<file path="config.mk">
export PLATFORM = sky130hd
export DESIGN_NAME = score_bcd_counter
export DESIGN_NICKNAME = d
export VERILOG_FILES = /design/src/rtl/score_bcd_counter.sv
export SDC_FILE = /design/constraint.sdc
export NUM_CORES = 1
export LEC_CHECK = 0
export BUFFER_PORTS_ARGS = -buffer_cell sky130_fd_sc_hd__buf_2
export CORE_ASPECT_RATIO = 0.5
export CORE_UTILIZATION = 49
export DETAILED_ROUTE_END_ITERATION = 12
export PLACE_DENSITY = 0.77
export SYNTH_ARGS = -nofsm -noshare
export SYNTH_HDL_FRONTEND = slang
export SYNTH_SLANG_ARGS = --single-unit
</file>
<file path="constraint.sdc">
create_clock -name clock -period 6 [get_ports clock]
set_input_delay 1.2 -clock clock [delete_from_list [all_inputs] [get_ports clock]]
set_output_delay 1.2 -clock clock [all_outputs]
set_load 0.01 [all_outputs]
</file>
<file path="src/rtl/score_bcd_counter.sv">
`default_nettype none
// +--------------------------------------------------------------------------+
// | score_bcd_counter: packed-BCD game score with IDLE/PLAY/OVER state,       |
// | saturation at all nines, optional high score (macro HIGH_SCORE_EN).       |
// | Revision: 1.0                                                             |
// +--------------------------------------------------------------------------+
module score_bcd_counter #(
  parameter int DIGITS = 4
) (
  input  logic                  clock,
  input  logic                  resetn,
  input  logic                  new_game,
  input  logic                  step_in,
  input  logic                  bonus_in,
  input  logic                  game_over,
  output logic                  playing,
  output logic [4*DIGITS-1:0]   score_digits,
  output logic [4*DIGITS-1:0]   high_digits,
  output logic                  new_high,
  output logic                  saturated
);

  localparam logic [1:0] S_IDLE = 2'd0;
  localparam logic [1:0] S_PLAY = 2'd1;
  localparam logic [1:0] S_OVER = 2'd2;

  localparam logic [4*DIGITS-1:0] C_ALL_NINES = {DIGITS{4'h9}};

  logic [1:0]            r_state;
  logic                  r_playing;
  logic                  r_saturated;
  logic                  r_step_prev;
  logic                  r_bonus_prev;
  logic [4*DIGITS-1:0]   r_score;

  logic                  w_step_evt;
  logic                  w_bonus_evt;
  logic [2:0]            w_amt;
  logic [3:0]            w_carry;
  logic [4:0]            w_dsum;
  logic [4*DIGITS-1:0]   w_sum;
  logic                  w_cout;

  assign w_step_evt  = step_in & ~r_step_prev;
  assign w_bonus_evt = bonus_in & ~r_bonus_prev;
  assign w_amt       = (w_step_evt ? 3'd1 : 3'd0) + (w_bonus_evt ? 3'd5 : 3'd0);

  // Ripple BCD add of 0..6 into the low digit; carry out of the top digit saturates.
  always_comb begin
    w_carry = {1'b0, w_amt};
    w_dsum  = '0;
    w_sum   = '0;
    for (int i = 0; i < DIGITS; i++) begin
      w_dsum = {1'b0, r_score[4*i +: 4]} + {1'b0, w_carry};
      if (w_dsum > 5'd9) begin
        w_sum[4*i +: 4] = w_dsum[3:0] - 4'd10;
        w_carry         = 4'd1;
      end else begin
        w_sum[4*i +: 4] = w_dsum[3:0];
        w_carry         = 4'd0;
      end
    end
    w_cout = (w_carry != 4'd0);
  end

  always_ff @(posedge clock or negedge resetn) begin
    if (!resetn) begin
      r_state      <= S_IDLE;
      r_playing    <= 1'b0;
      r_saturated  <= 1'b0;
      r_step_prev  <= 1'b0;
      r_bonus_prev <= 1'b0;
      r_score      <= '0;
    end else begin
      r_step_prev  <= step_in;
      r_bonus_prev <= bonus_in;
      if (new_game) begin
        r_state     <= S_PLAY;
        r_playing   <= 1'b1;
        r_score     <= '0;
        r_saturated <= 1'b0;
      end else if (r_state == S_PLAY) begin
        if (game_over) begin
          r_state   <= S_OVER;
          r_playing <= 1'b0;
        end else if (w_step_evt || w_bonus_evt) begin
          if (w_cout) begin
            r_score     <= C_ALL_NINES;
            r_saturated <= 1'b1;
          end else begin
            r_score <= w_sum;
          end
        end
      end
    end
  end

`ifdef HIGH_SCORE_EN
  logic [4*DIGITS-1:0] r_high;
  logic                r_new_high;

  // Straight unsigned compare is exact for valid packed BCD.
  always_ff @(posedge clock or negedge resetn) begin
    if (!resetn) begin
      r_high     <= '0;
      r_new_high <= 1'b0;
    end else if (new_game) begin
      r_new_high <= 1'b0;
    end else if ((r_state == S_PLAY) && game_over && (r_score > r_high)) begin
      r_high     <= r_score;
      r_new_high <= 1'b1;
    end
  end

  assign high_digits = r_high;
  assign new_high    = r_new_high;
`else
  assign high_digits = '0;
  assign new_high    = 1'b0;
`endif

  assign playing      = r_playing;
  assign score_digits = r_score;
  assign saturated    = r_saturated;

endmodule
`default_nettype wire

</file>
==> results by group, run 1 <==
Power and ir drop
  • P_int: 0.218 mW
  • Sw Ratio: 30.0%
  • Net Sw Power: 0.0936 mW
  • Clk pwr share: 31.4%
  • LEAKAGE: 1.00 nW
  • Peak VDD IR: roughly 0.084 mV
  • Power share of the combinational group: 19.8%
  • Sequential power share: 48.8%
  • Total power: between 0.3 and 0.4 mW
  • Pwr Density: 140 nW/um^2

Setup path
  • Crit Reg-Reg Endpoint: score_digits[6]
  • Arrival @ worst endpoint: 6080 ps
  • Reg2reg start: r_bonus_prev
  • Startpoint types: input pin
  • CP max stage delay: 540 ps
  • CP Data Required Time: around 6200 ps
  • CP Class: in -> reg
  • Top cell by count, worst path: ha_4
  • Max stage delay cell, worst path: fa_2
  • R2r setup slk: 780 ps
  • Worst reg-to-reg path cell count: 28
  • Max FO, Critical Path: 6
  • Worst Setup End Kind: register

Logic synthesis
  • Netlist Area Pre-Place: approximately 1700 um^2
  • Post-synth ARST share: 100%
  • Syn Inst Count: between 150 and 200
  • Yosys warnings: 0
  • Netlist cell types: 55
  • Avg Inst Size Synth: just under 9 um^2
  • Area leader, netlist: dfrtp_1
  • Seq/Total Area, Yosys: 30.4%
  • Synth top area cells: dfrtp_1, ha_1, buf_4, nor2_1, nor3_1
  • Seq cells post-synth: 21
  • EDFF count, synth: 0
  • Ys flop type: dfrtp_1
  • Yosys top cell area share: a little under a third

Min path
  • Hold EP: saturated
  • Hold_sp: saturated
  • Worst Hold Path Cells: 2
  • Hold Path Class: reg -> reg

Global routing
  • Largest net degree at the start of global routing: 22
  • M1 GR Usage: approximately 29%
  • First-pass GRT wire length: 6400 um
  • Grt ovf: 0
  • GR Util met3: ~4%
  • GR Layer Usage met2: about two fifths
  • Top Usage Layer GRT: met2
  • GR Util All Layers: 22.3%
  • Vias in the first global route: 1,402
  • Initial antenna violation count: 0

Clocking
  • Worst-path clk slew: approximately 90 ps
  • CTS H-Tree Depth: 1
  • Clk root buf: clkbuf_8
  • CTS sink count: 21
  • Total CTS buffers: 3
  • CTS Buffer Depth: 2
  • CTS tree: yes
  • Worst-Skew Late Latency: 270 ps
  • Count of hold-fix buffers inserted at cts: 0

Placed design
  • DP Cell Count: 290
  • Post-DP HPWL: a little under 3000 um
  • Port Buf Inserts: 23
  • Placement Cell Area: approximately 2100 um^2
  • Gp weighted congestion: 0.835

Timing
  • Rel. slew slack: 37.2%
  • Final hold viol count: 0
  • Pins Over Slew Limit: 0
  • F_max: 170 MHz
  • Final setup violation count: 0
  • Slew @ Worst Pin: 935 ps
  • Worst Clk Skew: between 7 and 8 ps
  • Final period util: between 90% and 100%
  • Final min period: 5880 ps

Routing
  • Drt drc: 0
  • WL final: 4150 um
  • Initial DRT Pass Iterations: 4
  • Final ANT Viol Nets: 0
  • Drt wl/cell: around 14 um
  • Via Count: approximately 1,600
  • Initial DRC Count: between 50 and 60
  • Vias per cell: 5.28

Floorplanning
  • Die area: 3790 um^2
  • Die X-Extent: 86.0 um
  • Die span in y: ~44 um
  • Core Rows: 14
  • IO Pins: 41
  • Placeable Area: 3170 um^2
  • Initial core utilization: 54.6%

Layout
  • Final non-filler cell area: around 2200 um^2
  • Fin util: between 70% and 80%
  • Synth-to-layout area growth: 29.1%
  • Non-Filler Instances: 298
  • ANT cells: 0
  • Share of cells above drive strength 1: 35.2%
  • Fillers: 259
  • Nets: 270

Job
  • Max cap viols: 0

Outcome
  • Status: finished clean
==> cells in the mapped netlist, types with 2 or more instances <==
cell type  count
a311oi_1       2
nand3_1        4
and3_1         2
clkbuf_1       4
nor2_1        21
a211oi_1       2
buf_2          3
o21a_1         4
xnor2_1        6
o211ai_1       2
buf_4         17
inv_1          9
o21ai_0        7
nand2b_1       4
a21oi_1        9
dfrtp_1       21
nor3_1        14
o32ai_1        2
ha_1          12
nor2b_1        4
nor3b_1        2
mux2i_1        3
nand2_1       10
a22o_1         4
==> cell families after synthesis <==
logic type	synth area share, %
xor+xnor	4.48
buf+inv	12.2
other cells	0.217
mux	1.74
fa+ha+maj	9.83
simple gates	21.2
flops	30.4
compound gates	20.0
==> through the flow <==
| step | setup slack (ps) | hold WS, ps | TNS (ps) |
|---|---|---|---|
| finish | 122 | 511 | 0 |
| global route | -12.5 | 546 | -18.5 |
| CTS | 60.2 | 515 | 0 |
| detailed placement | -216 | 496 | -716 |
| global placement | -22.5 | 487 | -36.3 |
| floorplan | -134 | 476 | -215 |
==> power groups by stage <==
stage / logic [mW] / clock network [mW] / registers (mW)
6_report: 0.0619 / 0.0980 / 0.152
5_1_grt: 0.0682 / 0.106 / 0.153
4_1_cts: 0.0591 / 0.0978 / 0.152
3_5_place_dp: 0.0586 / 0 / 0.155
3_3_place_gp: 0.0567 / 0 / 0.154
2_1_floorplan: 0.0448 / 0 / 0.155
==> worst max-delay path by stage <==
stage,start,end,slack (ps),depth (start not counted)
6_report,bonus_in,score_digits[6],120,29
5_1_grt,bonus_in,score_digits[10],-10,29
4_1_cts,step_in,score_digits[6],60,26
3_5_place_dp,bonus_in,score_digits[6],-220,27
3_3_place_gp,bonus_in,score_digits[10],-20,28
2_1_floorplan,bonus_in,score_digits[1],-130,26
==> flip-flops by register name, indices dropped and copies added (netlist names) <==
signal        flops
score_digits     16
r_state           2
r_bonus_prev      1
r_step_prev       1
saturated         1
==> routing by layer <==
metal / wire, um / up-vias
met5: 0 / -
met3: 168 / 2
met4: 20 / 0
met2: 2020 / 46
li1: - / 777
met1: 1940 / 748
==> final cells by class <==
type | count | area, um^2 | area share, %
inverters | 10 | 42.5 | 1.90
well taps | 48 | 60.1 | 2.69
clock buffers | 3 | 41.3 | 1.85
clock inverters | 1 | 5.00 | 0.224
flip-flops and latches | 21 | 526 | 23.5
multi-input cells | 159 | 1190 | 53.4
repair buffers | 56 | 367 | 16.4
==> cell usage in the layout, fill, tap and decap left out, types with 2 or more instances in the layout <==
master	Yosys	routed
a21oi_2	1	2
nand2b_1	4	4
nor2b_1	4	2
nand2_1	10	9
dfrtp_1	21	21
buf_4	17	32
conb_1	1	17
buf_2	3	23
nand3_1	4	4
o21a_1	4	4
ha_4	0	6
nor2_1	21	21
o21ai_1	1	2
a311oi_1	2	2
a211oi_1	2	2
xnor2_1	6	6
a21oi_1	9	8
mux2i_1	3	3
a22o_1	4	4
o211ai_1	2	2
nor2b_4	0	2
inv_1	9	7
o21ai_0	7	5
nor3b_1	2	2
ha_2	0	2
nor3_1	14	13
clkbuf_8	0	3
inv_2	0	2
ha_1	12	4
==> timing repair <==
item                       CTS  global route
gates resized for setup      0             6
setup endpoints to repair    0             6
buffers inserted             0             4
==> critical path: cells and delay by family <==
kind                       cells  cell delay [ps]
and+or+nand+nor                7              770
buffers and inverters          5              450
AOI/OAI and AO/OA              8             1500
adders and majority gates      9             2150
Power figures use the tool's default switching activity.
==> run 2: changes to the inputs <==
--- a/config.mk
+++ b/config.mk
@@ -5,11 +5,13 @@
 export SDC_FILE = /design/constraint.sdc
 export NUM_CORES = 1
 export LEC_CHECK = 0
+export ABC_AREA = 1
 export BUFFER_PORTS_ARGS = -buffer_cell sky130_fd_sc_hd__buf_2
 export CORE_ASPECT_RATIO = 0.5
-export CORE_UTILIZATION = 49
+export CORE_UTILIZATION = 47
+export CTS_CLUSTER_DIAMETER = 200
 export DETAILED_ROUTE_END_ITERATION = 12
-export PLACE_DENSITY = 0.77
+export PLACE_DENSITY = 0.75
 export SYNTH_ARGS = -nofsm -noshare
 export SYNTH_HDL_FRONTEND = slang
 export SYNTH_SLANG_ARGS = --single-unit
==> constraint.sdc (replaced) <==
create_clock -name clock -period 6 [get_ports clock]
set_input_delay 1.2 -clock clock [delete_from_list [all_inputs] [get_ports clock]]
set_output_delay 1.2 -clock clock [all_outputs]
set_load 0.02 [all_outputs]
==> results by group, run 2 <==
Global routing
  • First-pass GRT wire length: 4550 um (was 6400 um)
  • GR Util All Layers: 17.3% (was 22.3%)
  • Grt ovf: 0 (unchanged)
  • Largest net degree at the start of global routing: 22 (unchanged)
  • Initial antenna violation count: 0 (unchanged)
  • Vias in the first global route: 1,024 (was 1,402)

Setup path
  • CP Class: in -> reg (unchanged)
  • CP max stage delay: 570 ps (was 540 ps)
  • Top cell by count, worst path: ha_1 (was ha_4)
  • Crit Reg-Reg Endpoint: score_digits[1] (was score_digits[6])
  • Max stage delay cell, worst path: fa_2 (unchanged)
  • R2r setup slk: 980 ps (was 780 ps)
  • Startpoint types: input pin (unchanged)
  • Reg2reg start: r_bonus_prev (unchanged)
  • CP Data Required Time: 6210 ps (about the same)
  • Worst reg-to-reg path cell count: 31 (was 28)
  • Worst Setup End Kind: register (unchanged)
  • Max FO, Critical Path: 5 (was 6)
  • Arrival @ worst endpoint: 5910 ps (was 6080 ps)

Logic synthesis
  • Seq cells post-synth: 21 (unchanged)
  • Ys flop type: dfrtp_1 (unchanged)
  • EDFF count, synth: 0 (unchanged)
  • Netlist Area Pre-Place: 1530 um^2 (was 1730 um^2)
  • Most frequent cells after synthesis: nand2_1, nand3_1, inv_1 (was dfrtp_1, nor2_1, buf_4)
  • Post-synth ARST share: 100% (unchanged)
  • Area leader, netlist: dfrtp_1 (unchanged)
  • Yosys top cell area share: 34.4% (was 30.4%)
  • Netlist cell types: 25 (was 55)
  • Yosys warnings: 0 (unchanged)
  • Synth top area cells: dfrtp_1, nand2_1, ha_1, buf_4, nand3_1 (was dfrtp_1, ha_1, buf_4, nor2_1, nor3_1)
  • Avg Inst Size Synth: 8.08 um^2 (was 8.70 um^2)
  • Seq/Total Area, Yosys: 34.4% (was 30.4%)
  • Syn Inst Count: 189 (was 199)
  • Top-count cell post-synth: nand2_1

Clocking
  • CTS tree: yes (unchanged)
  • CTS Buffer Depth: 2 (unchanged)
  • CTS sink count: 21 (unchanged)
  • Worst-Skew Late Latency: 270 ps (about the same)
  • Total CTS buffers: 3 (unchanged)
  • Count of hold-fix buffers inserted at cts: 0 (unchanged)
  • Resized cells post-CTS: 0 (unchanged)
  • Post-CTS Setup Repair Bufs: 0 (unchanged)
  • CTS H-Tree Depth: 1 (unchanged)
  • Worst-path clk slew: 80 ps (was 90 ps)
  • Clk root buf: clkbuf_8 (unchanged)

Power and ir drop
  • Peak VDD IR: 0.0805 mV (was 0.0841 mV)
  • Sw Ratio: 29.1% (was 30.0%)
  • Clk pwr share: 34.7% (was 31.4%)
  • P_int: 0.199 mW (was 0.218 mW)
  • Pwr Density: 168 nW/um^2 (was 140 nW/um^2)
  • Sequential power share: 52.1% (was 48.8%)
  • Power share of the combinational group: 13.3% (was 19.8%)
  • LEAKAGE: 0.977 nW (was 1.00 nW)
  • Net Sw Power: 0.0815 mW (was 0.0936 mW)

Routing
  • Vias per cell: 4.81 (was 5.28)
  • Drt wl/cell: 11.2 um (was 13.9 um)
  • Post-Route M1 WL: 1340 um (was 1940 um)
  • Initial DRC Count: 54 (was 58)
  • WL final: 2850 um (was 4150 um)
  • Final ANT Viol Nets: 0 (unchanged)
  • Via Count: 1,223 (was 1,573)
  • Uppermost routed layer: met4 (unchanged)
  • Drt drc: 0 (unchanged)
  • Initial DRT Pass Iterations: 4 (unchanged)
  • Met2 wire len: 1360 um (was 2020 um)
  • Met3 routed wirelength: 123 um (was 168 um)

Outcome
  • Status: finished clean (unchanged)

Placed design
  • Worst slack, placed: 8.72 ps (was -216 ps)
  • Post-DP HPWL: 2150 um (was 2980 um)
  • Gp weighted congestion: 0.847 (was 0.835)
  • Placement Cell Area: 1620 um^2 (was 2130 um^2)
  • Port Buf Inserts: 23 (unchanged)

Layout
  • Most frequent cells in the layout: nand2_1, nand3_1, buf_2 (was buf_4, buf_2, nor2_1, dfrtp_1, conb_1)
  • Commonest non-fill, non-tap cell in the layout: nand2_1 (was buf_4)
  • Share of cells above drive strength 1: 23.4% (was 35.2%)
  • Synth-to-layout area growth: 9.42% (was 29.1%)
  • Fillers: 279 (was 259)
  • Final non-filler cell area: 1670 um^2 (was 2230 um^2)
  • ANT cells: 0 (unchanged)
  • Reg area: 526 um^2 (unchanged)
  • Largest register FFs: 16 (unchanged)
  • Nets: 234 (was 270)
  • Area of the multi-input gates: 837 um^2 (was 1190 um^2)

Min path
  • Hold Path Class: reg -> reg (unchanged)
  • Hold_sp: saturated (unchanged)
  • Hold EP: saturated (unchanged)
  • Worst Hold Path Cells: 2 (unchanged)

Timing
  • Worst Clk Skew: 4.93 ps (was 7.51 ps)
  • TNS Setup: 0 ps (unchanged)
  • Final period util: 95.0% (was 98.0%)
  • Slew @ Worst Pin: 503 ps (was 935 ps)
  • Final setup violation count: 0 (unchanged)
  • Final hold viol count: 0 (unchanged)
  • Final min period: 5700 ps (was 5880 ps)
  • RSZ-0062 raised after global routing: false
  • Pins Over Slew Limit: 0 (unchanged)
  • Setup WS post-layout: 298 ps (was 122 ps)
  • Rel. slew slack: 66.5% (was 37.2%)
  • F_max: 175 MHz (was 170 MHz)

Floorplanning
  • Die span in y: 42.3 um (was 44.0 um)
  • Placeable Area: 3050 um^2 (was 3170 um^2)
  • IO Pins: 41 (unchanged)
  • Core Rows: 14 (unchanged)
  • Initial core utilization: 50.1% (was 54.6%)
  • Die area: 3500 um^2 (was 3790 um^2)
  • Die X-Extent: 82.6 um (was 86.0 um)

Job
  • Max cap viols: 0 (unchanged)
## run 2: final cells by class
class | count | share of cell area [%]
well taps | 40 | 2.99
clock inverters | 1 | 0.299
multi-input cells | 140 | 50.1
clock buffers | 3 | 2.47
repair buffers | 23 | 6.89
flip-flops and latches | 21 | 31.4
inverters | 26 | 5.84
## run 2: worst max-delay path: cells and delay by family
family          cells  cell delay [ps]
simple gates       14             1340
fa+ha+maj           9             2280
buf+inv             4              330
xor+xnor            3              610
compound gates      1              110
## run 2: power groups by stage
stage               Combinational, mW  Clock (mW)  Sequential [mW]
finish                         0.0371      0.0971            0.146
detailed placement             0.0371           0            0.149
global placement               0.0360           0            0.148
CTS                            0.0371      0.0992            0.146
global route                   0.0420       0.106            0.146
floorplan                      0.0339           0            0.150
## run 2: metrics by stage
step	total power [mW]	cells	util (%)	hold slack [ps]
floorplan	0.184	205	-	499
global placement	0.184	250	53.1	467
detailed placement	0.186	250	53.1	473
CTS	0.282	254	54.6	495
global route	0.294	254	54.8	529
finish	0.280	254	54.8	496
## run 2: logic make-up after synthesis
family | share of synthesized area (%)
simple gates | 26.9
buf+inv | 15.2
flops | 34.4
compound gates | 7.04
fa+ha+maj | 11.1
xor+xnor | 5.00
other cells | 0.245
## run 2: how the worst max path moves through the flow
stage             start  slack (ps)  cells past startpoint                to
2_1_floorplan  bonus_in         610                     29  score_digits[11]
4_1_cts        bonus_in         260                     30  score_digits[11]
3_5_place_dp   bonus_in           9                     30  score_digits[11]
5_1_grt        bonus_in           2                     31   score_digits[1]
3_3_place_gp   bonus_in         100                     30  score_digits[11]
6_report       bonus_in         300                     31   score_digits[1]
## run 2: layer usage
layer / GRT usage, % / vias to the layer above
li1: - / 614
met1: 24.2 / 565
met2: 27.3 / 38
met3: 3.70 / 6
met4: 4.83 / 0
met5: 0 / -
==> run 3: changes to the inputs <==
--- a/config.mk
+++ b/config.mk
@@ -8,10 +8,10 @@
 export ABC_AREA = 1
 export BUFFER_PORTS_ARGS = -buffer_cell sky130_fd_sc_hd__buf_2
 export CORE_ASPECT_RATIO = 0.5
-export CORE_UTILIZATION = 47
+export CORE_UTILIZATION = 35
 export CTS_CLUSTER_DIAMETER = 200
 export DETAILED_ROUTE_END_ITERATION = 12
-export PLACE_DENSITY = 0.75
+export GPL_TIMING_DRIVEN = 0
 export SYNTH_ARGS = -nofsm -noshare
 export SYNTH_HDL_FRONTEND = slang
 export SYNTH_SLANG_ARGS = --single-unit
==> constraint.sdc (replaced) <==
create_clock -name clock -period 6 [get_ports clock]
set_input_delay 0.3 -clock clock [delete_from_list [all_inputs] [get_ports clock]]
set_output_delay 0.3 -clock clock [all_outputs]
set_load 0.02 [all_outputs]
==> results by group, run 3 (synthesis gave the netlist of run 2 again) <==
Outcome
  • Status: finished with violations (was finished clean)
  • Violated checks: negative hold slack

Routing
  • Initial DRC Count: 34 (was 54)
  • Initial DRT Pass Iterations: 4 (unchanged)
  • Drt wl/cell: 10.3 um (was 11.2 um)
  • Vias per cell: 4.44 (was 4.81)
  • WL final: 2930 um (was 2850 um)
  • Drt drc: 0 (unchanged)
  • Final ANT Viol Nets: 0 (unchanged)
  • Via Count: 1,270 (was 1,223)

Clocking
  • Worst-path clk slew: 80 ps (about the same)
  • Post-CTS Setup Repair Bufs: 0 (unchanged)
  • CTS H-Tree Depth: 1 (unchanged)
  • Worst-Skew Late Latency: 260 ps (was 270 ps)
  • CTS Buffer Depth: 2 (unchanged)
  • Clk root buf: clkbuf_8 (unchanged)
  • Resized cells post-CTS: 0 (unchanged)
  • Total CTS buffers: 3 (unchanged)
  • CTS sink count: 21 (unchanged)
  • CTS tree: yes (unchanged)
  • Count of hold-fix buffers inserted at cts: 0 (unchanged)

Timing
  • Worst Clk Skew: 3.75 ps (was 4.93 ps)
  • F_max: 195 MHz (was 175 MHz)
  • Setup WS post-layout: 868 ps (was 298 ps)
  • Pins Over Slew Limit: 0 (unchanged)
  • Hold WS: -11.8 ps (was 496 ps)
  • Final period util: 85.5% (was 95.0%)
  • RSZ-0062 raised after global routing: false (unchanged)
  • Final min period: 5130 ps (was 5700 ps)
  • Final setup violation count: 0 (unchanged)
  • TNS Setup: 0 ps (unchanged)
  • Final hold viol count: 21 (was 0)

Placed design
  • Port Buf Inserts: 23 (unchanged)
  • Gp weighted congestion: 0.791 (was 0.847)
  • Post-DP HPWL: 2310 um (was 2150 um)
  • Worst slack, placed: 850 ps (was 8.72 ps)

Setup path
  • CP Data Required Time: 6120 ps (was 6210 ps)
  • Max FO, Critical Path: 8 (was 5)
  • Worst Setup End Kind: register (unchanged)
  • Max stage delay cell, worst path: fa_1 (was fa_2)
  • Startpoint types: register (was input pin)
  • CP Class: reg -> reg (was in -> reg)
  • Arrival @ worst endpoint: 5250 ps (was 5910 ps)
  • Top cell by count, worst path: ha_1 (unchanged)
  • CP max stage delay: 560 ps (was 570 ps)

Layout
  • Reg area: 526 um^2 (unchanged)
  • Area of the multi-input gates: 830 um^2 (was 837 um^2)
  • Fillers: 398 (was 279)
  • Largest register FFs: 16 (unchanged)
  • ANT cells: 0 (unchanged)
  • Nets: 252 (was 234)
  • Share of cells above drive strength 1: 28.4% (was 23.4%)
  • Synth-to-layout area growth: 18.8% (was 9.42%)
  • Commonest non-fill, non-tap cell in the layout: nand2_1 (unchanged)
  • Most frequent cells in the layout: nand2_1, nand3_1, buf_2 (unchanged)

Global routing
  • Grt ovf: 0 (unchanged)
  • Initial antenna violation count: 0 (unchanged)
  • Vias in the first global route: 1,071 (was 1,024)
  • Largest net degree at the start of global routing: 22 (unchanged)
  • First-pass GRT wire length: 4770 um (was 4550 um)
  • GR Util All Layers: 13.5% (was 17.3%)

Floorplanning
  • Die area: 4650 um^2 (was 3500 um^2)
  • Core Rows: 16 (was 14)
  • Die span in y: 48.7 um (was 42.3 um)
  • Placeable Area: 4040 um^2 (was 3050 um^2)
  • Initial core utilization: 37.8% (was 50.1%)
  • IO Pins: 41 (unchanged)
  • Die X-Extent: 95.4 um (was 82.6 um)

Min path
  • Hold Path Class: in -> async (was reg -> reg)

Power and ir drop
  • Peak VDD IR: 0.0767 mV (was 0.0805 mV)
  • LEAKAGE: 1.06 nW (was 0.977 nW)
  • Pwr Density: 157 nW/um^2 (was 168 nW/um^2)

Job
  • Max cap viols: 0 (unchanged)
==> run 3: changes by cell type in the layout (fill, tap and decap cells not counted) <==
cell,change
nand2_4,-1
nand2_2,+1
buf_4,+18
fa_2,-1
clkbuf_1,+1
clkinv_2,-1
fa_1,+1
==> run 3: metrics by stage <==
stage | total power, mW | cells | cell area [um^2] | utilization (%) | hold WS (ps)
after detailed placement | 0.195 | 282 | 1770 | 43.8 | 301
after CTS | 0.290 | 286 | 1820 | 44.9 | 5.77
after global placement | 0.194 | 282 | 1770 | 43.8 | 293
final | 0.285 | 286 | 1820 | 44.9 | -11.8
after floorplan | 0.184 | 205 | 1590 | - | 4.41
after global routing | 0.303 | 286 | 1820 | 44.9 | 26.2
==> run 3: worst max-delay path: cells and delay by family, from the launching register on <==
kind / cells / cell delay [ps]
and+or+nand+nor: 12 / 1210
buffers and inverters: 4 / 210
AOI/OAI and AO/OA: 2 / 280
adders and majority gates: 9 / 2310
xor gates and xnor gates: 3 / 610
DFF: 1 / 340
==> run 3: worst paths after layout <==
| kind | from | cells after the start | end | slack (ps) |
|---|---|---|---|---|
| max | r_bonus_prev | 30 | score_digits[7] | 870 |
| min | resetn | 1 | score_digits[10] | -10 |
| max reg2reg | r_bonus_prev | 30 | score_digits[7] | 870 |
| min reg2reg | saturated | 2 | saturated | 510 |
| max in group asynchronous | resetn | 1 | r_state[1] | 5680 |
| min in group clock | step_in | 1 | r_step_prev | 160 |
==> run 3: layout make-up <==
cell class              count  share of cell area (%)
clock buffers               4                    2.48
flip-flops and latches     21                    28.9
plain buffers              18                    7.44
multi-input cells         140                    45.7
inverters                  26                    5.38
well taps                  54                    3.72
repair buffers             23                    6.34
==> run 3: per-layer routing <==
metal	share of wire, %	vias to the layer above	track usage (%)
met5	0	-	0
met4	0.72	0	3.98
met3	4.2	2	2.83
met2	45	34	22.9
met1	50	578	17.3
li1	-	656	-
==> run 3: report_power, final <==
group / switching (mW) / internal (mW)
sequential: 0.00202 / 0.144
combinational: 0.0297 / 0.0162
clock: 0.0460 / 0.0473
